$ cat config.mk
export PLATFORM = sky130hd
export DESIGN_NAME = scmp_arbiter_flat
export DESIGN_NICKNAME = d
export VERILOG_FILES = /design/src/rtl/scmp_arbiter_if.sv /design/src/rtl/scmp_arbiter.sv /design/src/flat_wrapper.sv
export SDC_FILE = /design/constraint.sdc
export NUM_CORES = 1
export LEC_CHECK = 0
export ABC_AREA = 1
export CAP_MARGIN = 20
export CORE_AREA = 2 2 106 57
export CTS_BUF_LIST = sky130_fd_sc_hd__clkbuf_16
export CTS_CLUSTER_SIZE = 24
export DETAILED_ROUTE_END_ITERATION = 10
export DIE_AREA = 0 0 108 59
export PLACE_DENSITY = 0.67
export SLEW_MARGIN = 20
export SYNTH_ARGS = -nofsm -noshare
export SYNTH_HDL_FRONTEND = slang
export SYNTH_SLANG_ARGS = --single-unit
$ cat constraint.sdc
create_clock -name CLK -period 2.5 [get_ports CLK]
set_input_delay 0.5 -clock CLK [delete_from_list [all_inputs] [get_ports CLK]]
set_output_delay 0.5 -clock CLK [all_outputs]
set_load 0.02 [all_outputs]
$ cat src/rtl/scmp_arbiter_if.sv
// scmp_arbiter_if: request/response bundle between the client requesters
// and the shared subtract/compare scheduler. The master drives the requests
// and rsp_ready. The slave (the arbiter) drives the grant and the response.
interface scmp_arbiter_if #(
   parameter int WIDTH = 4,
   parameter int NREQ  = 4
);
   localparam int IDW = $clog2(NREQ);

   logic [NREQ-1:0]       req;
   logic [2*NREQ-1:0]     op;
   logic [WIDTH*NREQ-1:0] a;
   logic [WIDTH*NREQ-1:0] b;
   logic [NREQ-1:0]       gnt;
   logic                  rsp_valid;
   logic                  rsp_ready;
   logic [IDW-1:0]        rsp_id;
   logic                  rsp_o;
   logic [WIDTH-1:0]      rsp_diff;

   modport master (
      output req, op, a, b, rsp_ready,
      input  gnt, rsp_valid, rsp_id, rsp_o, rsp_diff
   );

   modport slave (
      input  req, op, a, b, rsp_ready,
      output gnt, rsp_valid, rsp_id, rsp_o, rsp_diff
   );
endinterface

$ cat src/rtl/scmp_arbiter.sv
// scmp_arbiter: round-robin scheduler that shares one signed subtractor
// (A + ~B + 1) among NREQ requesters. The subtractor returns a registered
// compare result (SGE/SLT/EQ/SGT) and the difference, using a valid/ready
// response handshake.
// Optional macro SCMP_ARB_PIPE_EN splits execution into two cycles. The
// first cycle registers the carry-chain sum. The second cycle decodes the
// flags and registers the response.
module scmp_arbiter #(
   parameter int WIDTH = 4,
   parameter int NREQ  = 4
) (
   input  logic          CLK,
   input  logic          RESET,
   scmp_arbiter_if.slave bus
);
   localparam int               IDW     = $clog2(NREQ);
   localparam logic [WIDTH-1:0] ONE     = WIDTH'(1);
   localparam logic [IDW-1:0]   PTR_RST = IDW'(NREQ - 1);

`ifdef SCMP_ARB_PIPE_EN
   typedef enum logic [1:0] {S_IDLE, S_EXEC0, S_EXEC1, S_DONE} state_t;
   localparam state_t S_START = S_EXEC0;
`else
   typedef enum logic [1:0] {S_IDLE, S_EXEC, S_DONE} state_t;
   localparam state_t S_START = S_EXEC;
`endif

   state_t                  r_state, w_state_nx;
   logic [IDW-1:0]          r_ptr, r_id_p0, r_rsp_id, w_win;
   logic signed [WIDTH-1:0] r_a_p0, r_b_p0;
   logic [1:0]              r_op_p0;
   logic [WIDTH-1:0]        r_rsp_diff, w_d_p0;
   logic                    r_rsp_o, r_rsp_valid;
   logic                    w_found, w_can_grant, w_grant;
   logic [NREQ-1:0]         w_gnt;
`ifdef SCMP_ARB_PIPE_EN
   logic [WIDTH-1:0]        r_d_p1;
`endif

   // Subtract using inverted operand plus carry-in, so the result maps onto one carry chain
   function automatic logic [WIDTH-1:0] sub_chain(input logic signed [WIDTH-1:0] x,
                                                  input logic signed [WIDTH-1:0] y);
      return x + ~y + ONE;
   endfunction

   // Sign/overflow decode of the difference into the opcode's compare result
   function automatic logic cmp_decode(input logic signed [WIDTH-1:0] x,
                                       input logic signed [WIDTH-1:0] y,
                                       input logic [WIDTH-1:0]        d,
                                       input logic [1:0]              opc);
      logic n, v, ge, eq;
      n  = d[WIDTH-1];
      v  = (x[WIDTH-1] ^ y[WIDTH-1]) & (x[WIDTH-1] ^ n);
      ge = ~(n ^ v);
      eq = (d == '0);
      case (opc)
         2'b00:   cmp_decode = ge;
         2'b01:   cmp_decode = ~ge;
         2'b10:   cmp_decode = eq;
         default: cmp_decode = ge & ~eq;
      endcase
   endfunction

   // Round-robin search: start one past the last winner, first asserted request wins
   always_comb begin
      w_found = 1'b0;
      w_win   = '0;
      for (int k = 1; k <= NREQ; k++) begin
         if (!w_found && bus.req[(int'(r_ptr) + k) % NREQ]) begin
            w_found = 1'b1;
            w_win   = IDW'((int'(r_ptr) + k) % NREQ);
         end
      end
   end

   assign w_can_grant = (r_state == S_IDLE) || ((r_state == S_DONE) && bus.rsp_ready);
   assign w_grant     = w_can_grant && w_found && !RESET;
   assign w_d_p0      = sub_chain(r_a_p0, r_b_p0);

   // One-hot grant for the cycle whose edge captures the winner's operands
   always_comb begin
      w_gnt = '0;
      if (w_grant) w_gnt[w_win] = 1'b1;
   end

   // Next-state logic: one operation in flight, and DONE waits for rsp_ready
   always_comb begin
      w_state_nx = r_state;
      case (r_state)
         S_IDLE:  if (w_grant) w_state_nx = S_START;
`ifdef SCMP_ARB_PIPE_EN
         S_EXEC0: w_state_nx = S_EXEC1;
         S_EXEC1: w_state_nx = S_DONE;
`else
         S_EXEC:  w_state_nx = S_DONE;
`endif
         S_DONE:  if (bus.rsp_ready) w_state_nx = w_grant ? S_START : S_IDLE;
         default: w_state_nx = S_IDLE;
      endcase
   end

   // State register
   always_ff @(posedge CLK or posedge RESET) begin
      if (RESET) r_state <= S_IDLE;
      else       r_state <= w_state_nx;
   end

   // Operand latch, pointer update and response registers
   always_ff @(posedge CLK or posedge RESET) begin
      if (RESET) begin
         r_ptr       <= PTR_RST;
         r_a_p0      <= '0;
         r_b_p0      <= '0;
         r_op_p0     <= '0;
         r_id_p0     <= '0;
         r_rsp_id    <= '0;
         r_rsp_o     <= 1'b0;
         r_rsp_diff  <= '0;
         r_rsp_valid <= 1'b0;
`ifdef SCMP_ARB_PIPE_EN
         r_d_p1      <= '0;
`endif
      end else begin
         // p0: capture the granted requester's operands
         if (w_grant) begin
            r_ptr   <= w_win;
            r_id_p0 <= w_win;
            r_a_p0  <= bus.a[int'(w_win)*WIDTH +: WIDTH];
            r_b_p0  <= bus.b[int'(w_win)*WIDTH +: WIDTH];
            r_op_p0 <= bus.op[2*int'(w_win) +: 2];
         end
`ifdef SCMP_ARB_PIPE_EN
         // p1: register the carry-chain sum
         if (r_state == S_EXEC0) r_d_p1 <= w_d_p0;
         // p2: decode flags and publish the response
         if (r_state == S_EXEC1) begin
            r_rsp_diff  <= r_d_p1;
            r_rsp_o     <= cmp_decode(r_a_p0, r_b_p0, r_d_p1, r_op_p0);
            r_rsp_id    <= r_id_p0;
            r_rsp_valid <= 1'b1;
         end
`else
         // p1: subtract, decode and publish the response
         if (r_state == S_EXEC) begin
            r_rsp_diff  <= w_d_p0;
            r_rsp_o     <= cmp_decode(r_a_p0, r_b_p0, w_d_p0, r_op_p0);
            r_rsp_id    <= r_id_p0;
            r_rsp_valid <= 1'b1;
         end
`endif
         if ((r_state == S_DONE) && bus.rsp_ready) r_rsp_valid <= 1'b0;
      end
   end

   assign bus.gnt       = w_gnt;
   assign bus.rsp_valid = r_rsp_valid;
   assign bus.rsp_id    = r_rsp_id;
   assign bus.rsp_o     = r_rsp_o;
   assign bus.rsp_diff  = r_rsp_diff;
endmodule

$ cat src/flat_wrapper.sv
// flat-port wrapper written by rule: the top's interface ports become plain ports
module scmp_arbiter_flat 
#(
   parameter int WIDTH = 4,
   parameter int NREQ  = 4
)
  (CLK, RESET, bus_req, bus_op, bus_a, bus_b, bus_rsp_ready, bus_gnt, bus_rsp_valid, bus_rsp_id, bus_rsp_o, bus_rsp_diff);
  scmp_arbiter_if #(.WIDTH(WIDTH), .NREQ(NREQ)) bus_i ();
  input  logic CLK;
  input  logic RESET;
  input wire logic [$bits(bus_i.req)-1:0] bus_req;
  input wire logic [$bits(bus_i.op)-1:0] bus_op;
  input wire logic [$bits(bus_i.a)-1:0] bus_a;
  input wire logic [$bits(bus_i.b)-1:0] bus_b;
  input wire logic [$bits(bus_i.rsp_ready)-1:0] bus_rsp_ready;
  output wire logic [$bits(bus_i.gnt)-1:0] bus_gnt;
  output wire logic [$bits(bus_i.rsp_valid)-1:0] bus_rsp_valid;
  output wire logic [$bits(bus_i.rsp_id)-1:0] bus_rsp_id;
  output wire logic [$bits(bus_i.rsp_o)-1:0] bus_rsp_o;
  output wire logic [$bits(bus_i.rsp_diff)-1:0] bus_rsp_diff;
  assign bus_i.req = bus_req;
  assign bus_i.op = bus_op;
  assign bus_i.a = bus_a;
  assign bus_i.b = bus_b;
  assign bus_i.rsp_ready = bus_rsp_ready;
  assign bus_gnt = bus_i.gnt;
  assign bus_rsp_valid = bus_i.rsp_valid;
  assign bus_rsp_id = bus_i.rsp_id;
  assign bus_rsp_o = bus_i.rsp_o;
  assign bus_rsp_diff = bus_i.rsp_diff;
  scmp_arbiter #(.WIDTH(WIDTH), .NREQ(NREQ)) u_core (.CLK(CLK), .RESET(RESET), .bus(bus_i));
endmodule
==> results of run 1 <==
-- registers in the layout (all words and copies together) (netlist names) --
name / flops
u_core.bus.rsp_diff: 4
u_core.r_a_p0: 4
u_core.r_b_p0: 4
u_core.bus.rsp_id: 2
u_core.r_id_p0: 2
u_core.r_op_p0: 2
u_core.r_ptr: 2
u_core.r_state: 2
u_core.bus.rsp_o: 1
u_core.bus.rsp_valid: 1
-- final timing paths --
path	from	end	slack, ns	depth (start not counted)
setup / recovery	u_core.r_ptr[0]	bus_gnt[2]	-0.09	14
hold / removal	RESET	u_core.r_id_p0[1]	0.46	2
setup reg to reg	u_core.r_ptr[0]	u_core.r_op_p0[1]	0.11	19
hold reg to reg	u_core.r_state[0]	u_core.r_state[1]	0.47	1
max in group asynchronous	RESET	u_core.r_a_p0[1]	1.56	3
min in group CLK	u_core.r_state[0]	u_core.r_state[1]	0.47	1
-- metrics by stage --
step / hold slack, ns / setup WS (ns) / instances / setup TNS, ns / util, %
detailed placement: 0.456 / -0.585 / 416 / -2.29 / 47.7
global route: 0.477 / -0.157 / 436 / -0.618 / 54.2
floorplan: 0.440 / 0.0519 / 281 / 0 / -
global placement: 0.452 / -0.558 / 416 / -2.07 / 47.7
CTS: 0.464 / -0.0106 / 430 / -0.0201 / 51.6
finish: 0.462 / -0.0940 / 436 / -0.285 / 54.2
-- metal layers --
| metal | routed length [um] | track usage (%) |
|---|---|---|
| met1 | 2460 | 22.8 |
| met2 | 2530 | 28.8 |
| met5 | 0 | 0 |
| met3 | 145 | 1.32 |
| met4 | 92 | 4.95 |
-- area by class of cell --
type	count	area, sq um
inverters	26	113
clock inverters	1	3.75
repair buffers	90	836
flip-flops and latches	24	603
fillers	512	2450
well taps	73	91.3
multi-input cells	219	1180
clock buffers	3	75.1
-- cell usage in the layout (no fill, tap or decap), drive strengths merged --
cell | Yosys | routed
nand4 | 1 | 1
a21oi | 4 | 4
dfstp | 2 | 2
nor3 | 1 | 1
buf | 11 | 36
fa | 2 | 2
dlymetal6s2s | 0 | 1
o21ai | 14 | 14
clkdlybuf4s50 | 0 | 51
xnor2 | 1 | 1
inv | 25 | 27
ha | 3 | 3
clkbuf | 1 | 3
nand3 | 33 | 33
nand2 | 153 | 153
nor2 | 7 | 7
dlygate4sd2 | 0 | 2
dfrtp | 22 | 22
-- power breakdown --
part | total (uW) | switching, uW | internal [uW]
Sequential | 706 | 117 | 589
Clock | 339 | 126 | 213
Combinational | 3760 | 2200 | 1560
Total | 4800 | 2440 | 2360
-- critical path, cell delays in order, from the launching register on --
cell and delay (ns):
sky130_fd_sc_hd__dfstp_2 0.54, sky130_fd_sc_hd__buf_6 0.14, sky130_fd_sc_hd__buf_4 0.11, sky130_fd_sc_hd__nand2_1 0.08
sky130_fd_sc_hd__nand2_4 0.10, sky130_fd_sc_hd__nand2_4 0.07, sky130_fd_sc_hd__nand2_4 0.08, sky130_fd_sc_hd__nand2_4 0.07
sky130_fd_sc_hd__nand2_2 0.07, sky130_fd_sc_hd__nand2_2 0.06, sky130_fd_sc_hd__nand3_4 0.10, sky130_fd_sc_hd__inv_4 0.05
sky130_fd_sc_hd__buf_4 0.13, sky130_fd_sc_hd__nor2_4 0.10, sky130_fd_sc_hd__buf_6 0.12
-- cell families after synthesis --
group | synth area share (%)
flip-flops | 32.7
AO/OA/AOI/OAI | 4.89
adder cells (fa/ha/maj) | 4.21
XOR/XNOR | 0.475
buffers and inverters | 10.9
AND/OR/NAND/NOR | 46.8
-- what timing repair did --
item	in CTS	in global routing
setup endpoints to repair	4	14
pin swaps	12	15
buffers inserted	10	7
hold buffers	0	0
resized for setup	46	24
gates cloned	0	0
==> impl_summary.txt, run 1 <==
----------------------------------------------------
[Critical path]
  Class of the most critical setup path ... reg -> out
  Startpoint kind of the worst setup timing path ... register
  Setup crit end kind ... primary output
  Crit Path Max Fanout ... 5
  Required time at the endpoint of the critical path ... 2.00 ns
  Worst path arrival time ... 2.09 ns

[Clock tree]
  Clock sink count ... 24
  Number of buffers between clock root and the deepest sink ... 2
  Clock H-tree levels ... 1
  Worst skew pair latency ... 0.25 ns
  Number of buffers added by the clock tree synthesis step ... 3
  Clk pin slew, worst setup/hold paths ... 0.06 ns
  CTS tree ... yes
  Clk root buf ... sky130_fd_sc_hd__clkbuf_16

[Synthesis]
  Async set-reset flop share out of synthesis ... 100%
  Primary FF master, synth ... sky130_fd_sc_hd__dfrtp_1
  Cell type with the largest total area after synthesis ... sky130_fd_sc_hd__dfrtp_1
  Most numerous cell types in the synthesized netlist ... sky130_fd_sc_hd__nand2_1 (131), sky130_fd_sc_hd__nand3_1 (31), sky130_fd_sc_hd__dfrtp_1 (22)
  Number of enable-type register cells in the synthesized netlist ... 0
  Net count after synthesis ... 333
  Number of instances in the synthesized netlist ... 281
  Syn_area_per_cell ... 6.56 sq um
  Sequential area share after synthesis ... 32.7%
  Warnings from Yosys ... 0
  Top area cells in the synthesized netlist ... sky130_fd_sc_hd__dfrtp_1 (30%), sky130_fd_sc_hd__nand2_1 (27%), sky130_fd_sc_hd__nand3_1 (8.4%)
  Synthesis-stage register bit count ... 24
  Unique cell type count in the Yosys netlist ... 27
  Netlist area before placement ... 1840 sq um
  Most used standard cell by instance count after synthesis ... sky130_fd_sc_hd__nand2_1
  Area share of the largest cell type after synthesis ... 29.9%

[STA]
  Relative slew margins ... 79.5%
  Maximum clock frequency ... 0.386 GHz
  Number of endpoints with negative hold slack in the final report ... 0
  Slew at the pin with the worst max-slew slack ... 0.307 ns
  Crit share post-route ... 104%
  Minimum setup slack in the final design ... -0.0940 ns
  Min cycle time layout ... 2.59 ns
  Max Slew Vio Count ... 0
  Final count of negative-setup-slack endpoints ... 4
  Unrepaired setup endpoints after global routing ... yes
  Final clock skew ... 0.00114 ns

[Die]
  Core Rows ... 19
  Core outline area ... 5350 sq um
  Initial Util ... 34.5%
  Area of the die ... 6370 sq um
  Width of the die ... 108 um
  Num ports ... 59
  Floorplan die height ... 59 um

[Place]
  DPL Wire Length ... 3.90 mm
  IO Port Bufs ... 58
  Final GP Congestion ... 0.897
  Cell area after placement ... 2550 sq um

[Route]
  Vias ... 1,989
  WL final ... 5.23 mm
  Number of DRC markers after the initial detailed-route iteration ... 66
  Vias/cell ... 4.56
  Final ANT Viol Nets ... 0
  Average wire length per cell after detail routing ... 12.0 um
  Post-route DRC violation count ... 0
  First drt pass iteration count ... 4

[GRT]
  Initial antenna violation count ... 0
  Wire length of the first global-routing pass ... 8.16 mm
  Aggregate global-route resource usage ... 16.7%
  Maximum number of pins on one net before global-route repair ... 21
  GRT overflow ... 0
  Vias in the first global route ... 1,778

[Pwr]
  Max VDD drop ... 0.000870 V
  Overall power of the completed layout ... 4800 uW
  Pwr per Cell Area ... 1660 nW/um^2
  Leakage ... 0.00152 uW

[Cells and area]
  Share of final-layout standard cells stronger than drive strength 1 ... 25.9%
  Number of inserted diodes ... 0
  Layout Nets ... 416
  Final design instance area without fill ... 2900 sq um
  Synth-to-layout area growth ... 57.3%

[Status]
  Violated checks ... negative setup slack
  Status ... finished, violations left

[Run]
  Max-capacitance violation count ... 0

[Worst hold path]
  Type of the most critical hold path ... in -> async

----------------------------------------------------
No activity file was read; power rests on OpenSTA's default activity.
==> run 2: changes to the inputs <==
--- a/config.mk
+++ b/config.mk
@@ -13,6 +13,7 @@
 export DETAILED_ROUTE_END_ITERATION = 10
 export DIE_AREA = 0 0 108 59
 export PLACE_DENSITY = 0.67
+export SETUP_SLACK_MARGIN = 0.02
 export SLEW_MARGIN = 20
 export SYNTH_ARGS = -nofsm -noshare
 export SYNTH_HDL_FRONTEND = slang
==> impl_summary.txt, run 2 (synthesized netlist as in run 1, its figures left out) <==
----------------------------------------------------
[Die]
  Core Rows ... 19 (unchanged)
  Core outline area ... 5350 sq um (unchanged)
  Num ports ... 59 (unchanged)
  Area of the die ... 6370 sq um (unchanged)
  Initial Util ... 34.5% (unchanged)
  Width of the die ... 108 um (unchanged)
  Floorplan die height ... 59 um (unchanged)

[Critical path]
  Endpoint of the worst setup timing path ... bus_gnt[2] (unchanged)
  Reg-to-reg startpoint ... u_core.r_ptr[0] (unchanged)
  Setup crit end kind ... primary output (unchanged)
  Worst reg2reg path endpoint ... u_core.r_op_p0[1] (unchanged)
  Worst path arrival time ... 2.07 ns (was 2.09 ns)
  Crit Path Max Fanout ... 5 (unchanged)
  R2R depth ... 17 (was 19)
  Slack of the worst reg-to-reg path ... 0.21 ns (was 0.11 ns)
  Startpoint kind of the worst setup timing path ... register (unchanged)
  Required time at the endpoint of the critical path ... 2.00 ns (about the same)
  Class of the most critical setup path ... reg -> out (unchanged)
  Worst setup path startpoint ... u_core.r_ptr[0] (unchanged)

[Cells and area]
  Number of inserted diodes ... 0 (unchanged)
  Share of final-layout standard cells stronger than drive strength 1 ... 25.1% (was 25.9%)
  Final design instance area without fill ... 2880 sq um (was 2900 sq um)
  Most common cell after layout, fill and taps aside ... sky130_fd_sc_hd__nand2_1 (unchanged)
  Final core area utilization ... 53.8% (was 54.2%)
  Layout Nets ... 415 (was 416)
  Final standard cell count with taps included and fillers excluded ... 435 (was 436)
  Most used cells in the layout excluding fill and tap cells ... sky130_fd_sc_hd__nand2_1 (118), sky130_fd_sc_hd__clkdlybuf4s50_1 (51), sky130_fd_sc_hd__buf_4 (30) (was sky130_fd_sc_hd__nand2_1 (116), sky130_fd_sc_hd__clkdlybuf4s50_1 (51), sky130_fd_sc_hd__buf_4 (30))
  Synth-to-layout area growth ... 56.1% (was 57.3%)

[Run]
  Max-capacitance violation count ... 0 (unchanged)

[STA]
  Crit share post-route ... 103% (was 104%)
  Min cycle time layout ... 2.57 ns (was 2.59 ns)
  Maximum clock frequency ... 0.389 GHz (was 0.386 GHz)
  Unrepaired setup endpoints after global routing ... yes (unchanged)
  Relative slew margins ... 79.5% (about the same)
  Final count of negative-setup-slack endpoints ... 4 (unchanged)
  Max Slew Vio Count ... 0 (unchanged)
  Fin Hold WS ... 0.462 ns (about the same)
  Minimum setup slack in the final design ... -0.0692 ns (was -0.0940 ns)
  Slew at the pin with the worst max-slew slack ... 0.307 ns (about the same)
  Final clock skew ... 0.00114 ns (about the same)
  Number of endpoints with negative hold slack in the final report ... 0 (unchanged)

[Clock tree]
  CTS tree ... yes (unchanged)
  Number of buffers added by the clock tree synthesis step ... 3 (unchanged)
  Worst skew pair latency ... 0.25 ns (about the same)
  Clk pin slew, worst setup/hold paths ... 0.06 ns (about the same)
  Clock H-tree levels ... 1 (unchanged)
  Quantity of hold-fixing buffers added after cts ... 0 (unchanged)
  Clk root buf ... sky130_fd_sc_hd__clkbuf_16 (unchanged)
  Number of buffers between clock root and the deepest sink ... 2 (unchanged)
  Clock sink count ... 24 (unchanged)

[Route]
  Post-route DRC violation count ... 0 (unchanged)
  Final ANT Viol Nets ... 0 (unchanged)
  Number of DRC markers after the initial detailed-route iteration ... 64 (was 66)
  Vias/cell ... 4.59 (was 4.56)
  Vias ... 1,995 (was 1,989)
  First drt pass iteration count ... 4 (unchanged)
  WL final ... 5.21 mm (was 5.23 mm)
  Average wire length per cell after detail routing ... 12.0 um (about the same)

[Pwr]
  Overall power of the completed layout ... 4750 uW (was 4800 uW)
  Pwr per Cell Area ... 1650 nW/um^2 (was 1660 nW/um^2)
  Max VDD drop ... 0.000875 V (was 0.000870 V)
  Leakage ... 0.00151 uW (was 0.00152 uW)
  Switching part of the total power ... 51.0% (was 50.8%)
  Share of total power in the clock network ... 7.2% (was 7.1%)
  Relative contribution of sequential cells to total power ... 14.9% (was 14.7%)
  Switching Power ... 2420 uW (was 2440 uW)
  Part of the total power dissipated in combinational logic ... 78.0% (was 78.2%)
  Power Internal ... 2320 uW (was 2360 uW)

[Place]
  Final GP Congestion ... 0.897 (unchanged)
  Placed cell count ... 416 (unchanged)
  Cell area after placement ... 2550 sq um (unchanged)
  IO Port Bufs ... 58 (unchanged)
  DPL Wire Length ... 3.90 mm (unchanged)

[GRT]
  GRT overflow ... 0 (unchanged)
  Vias in the first global route ... 1,781 (was 1,778)
  Maximum number of pins on one net before global-route repair ... 21 (unchanged)
  Wire length of the first global-routing pass ... 8.16 mm (unchanged)
  Aggregate global-route resource usage ... 16.7% (unchanged)
  Initial antenna violation count ... 0 (unchanged)

[Worst hold path]
  Type of the most critical hold path ... in -> async (unchanged)

[Status]
  Status ... finished, violations left (unchanged)
  Violated checks ... negative setup slack (unchanged)

----------------------------------------------------
==> run 2: repair_timing <==
| item | CTS | global route |
|---|---|---|
| pin swaps | 11 | 12 |
| gates resized for setup | 46 | 20 |
| buffers inserted | 10 | 7 |
| endpoints found under the setup margin | 4 | 14 |
==> run 2: worst max-delay path, cell delays in order (launching register included) <==
cell and delay (ns):
sky130_fd_sc_hd__dfstp_2 0.54, sky130_fd_sc_hd__buf_6 0.14, sky130_fd_sc_hd__buf_4 0.12, sky130_fd_sc_hd__nand2_2 0.06, sky130_fd_sc_hd__nand3_2 0.09, sky130_fd_sc_hd__nand2_2 0.07
sky130_fd_sc_hd__nor2_4 0.15, sky130_fd_sc_hd__nand3_4 0.13, sky130_fd_sc_hd__nand3_4 0.11, sky130_fd_sc_hd__inv_4 0.05, sky130_fd_sc_hd__buf_4 0.13, sky130_fd_sc_hd__nor2_4 0.10
sky130_fd_sc_hd__buf_6 0.12
==> run 2: area by class of cell <==
type                    instances  area (sq um)
repair buffers                 89           825
fillers                       515          2470
multi-input cells             219          1170
well taps                      73          91.3
clock inverters                 1          3.75
clock buffers                   3          75.1
inverters                      26           113
flip-flops and latches         24           603
==> run 2: worst min-delay path by stage <==
stage	depth (start not counted)	start	endpoint	slack, ns
after floorplan	1	u_core.r_state[0]	u_core.r_state[1]	0.44
after global routing	2	RESET	u_core.r_id_p0[1]	0.48
final	2	RESET	u_core.r_id_p0[1]	0.46
after detailed placement	1	u_core.r_state[0]	u_core.r_state[1]	0.46
after CTS	1	u_core.r_state[0]	u_core.r_state[1]	0.46
after global placement	1	u_core.r_state[0]	u_core.r_state[1]	0.45
==> run 2: power groups by stage <==
stage	sequential [uW]	combinational, uW	clock (uW)
after global routing	732	4100	363
after CTS	704	3470	347
after floorplan	757	2270	0
after global placement	733	3000	0
after detailed placement	739	3080	0
final	707	3700	339
==> run 2: per-layer routing <==
layer / wire (um) / global-route usage [%] / vias to the layer above
li1: - / - / 1032
met1: 2430 / 22.8 / 922
met2: 2550 / 28.8 / 34
met3: 164 / 1.32 / 7
met4: 71 / 4.95 / 0
met5: 0 / 0 / -
==> run 2: per-stage QoR <==
stage / setup TNS, ns / setup WS (ns)
detailed placement: -2.29 / -0.585
CTS: -0.0238 / -0.0106
global route: -0.552 / -0.151
finish: -0.196 / -0.0692
floorplan: 0 / 0.0519
global placement: -2.07 / -0.558
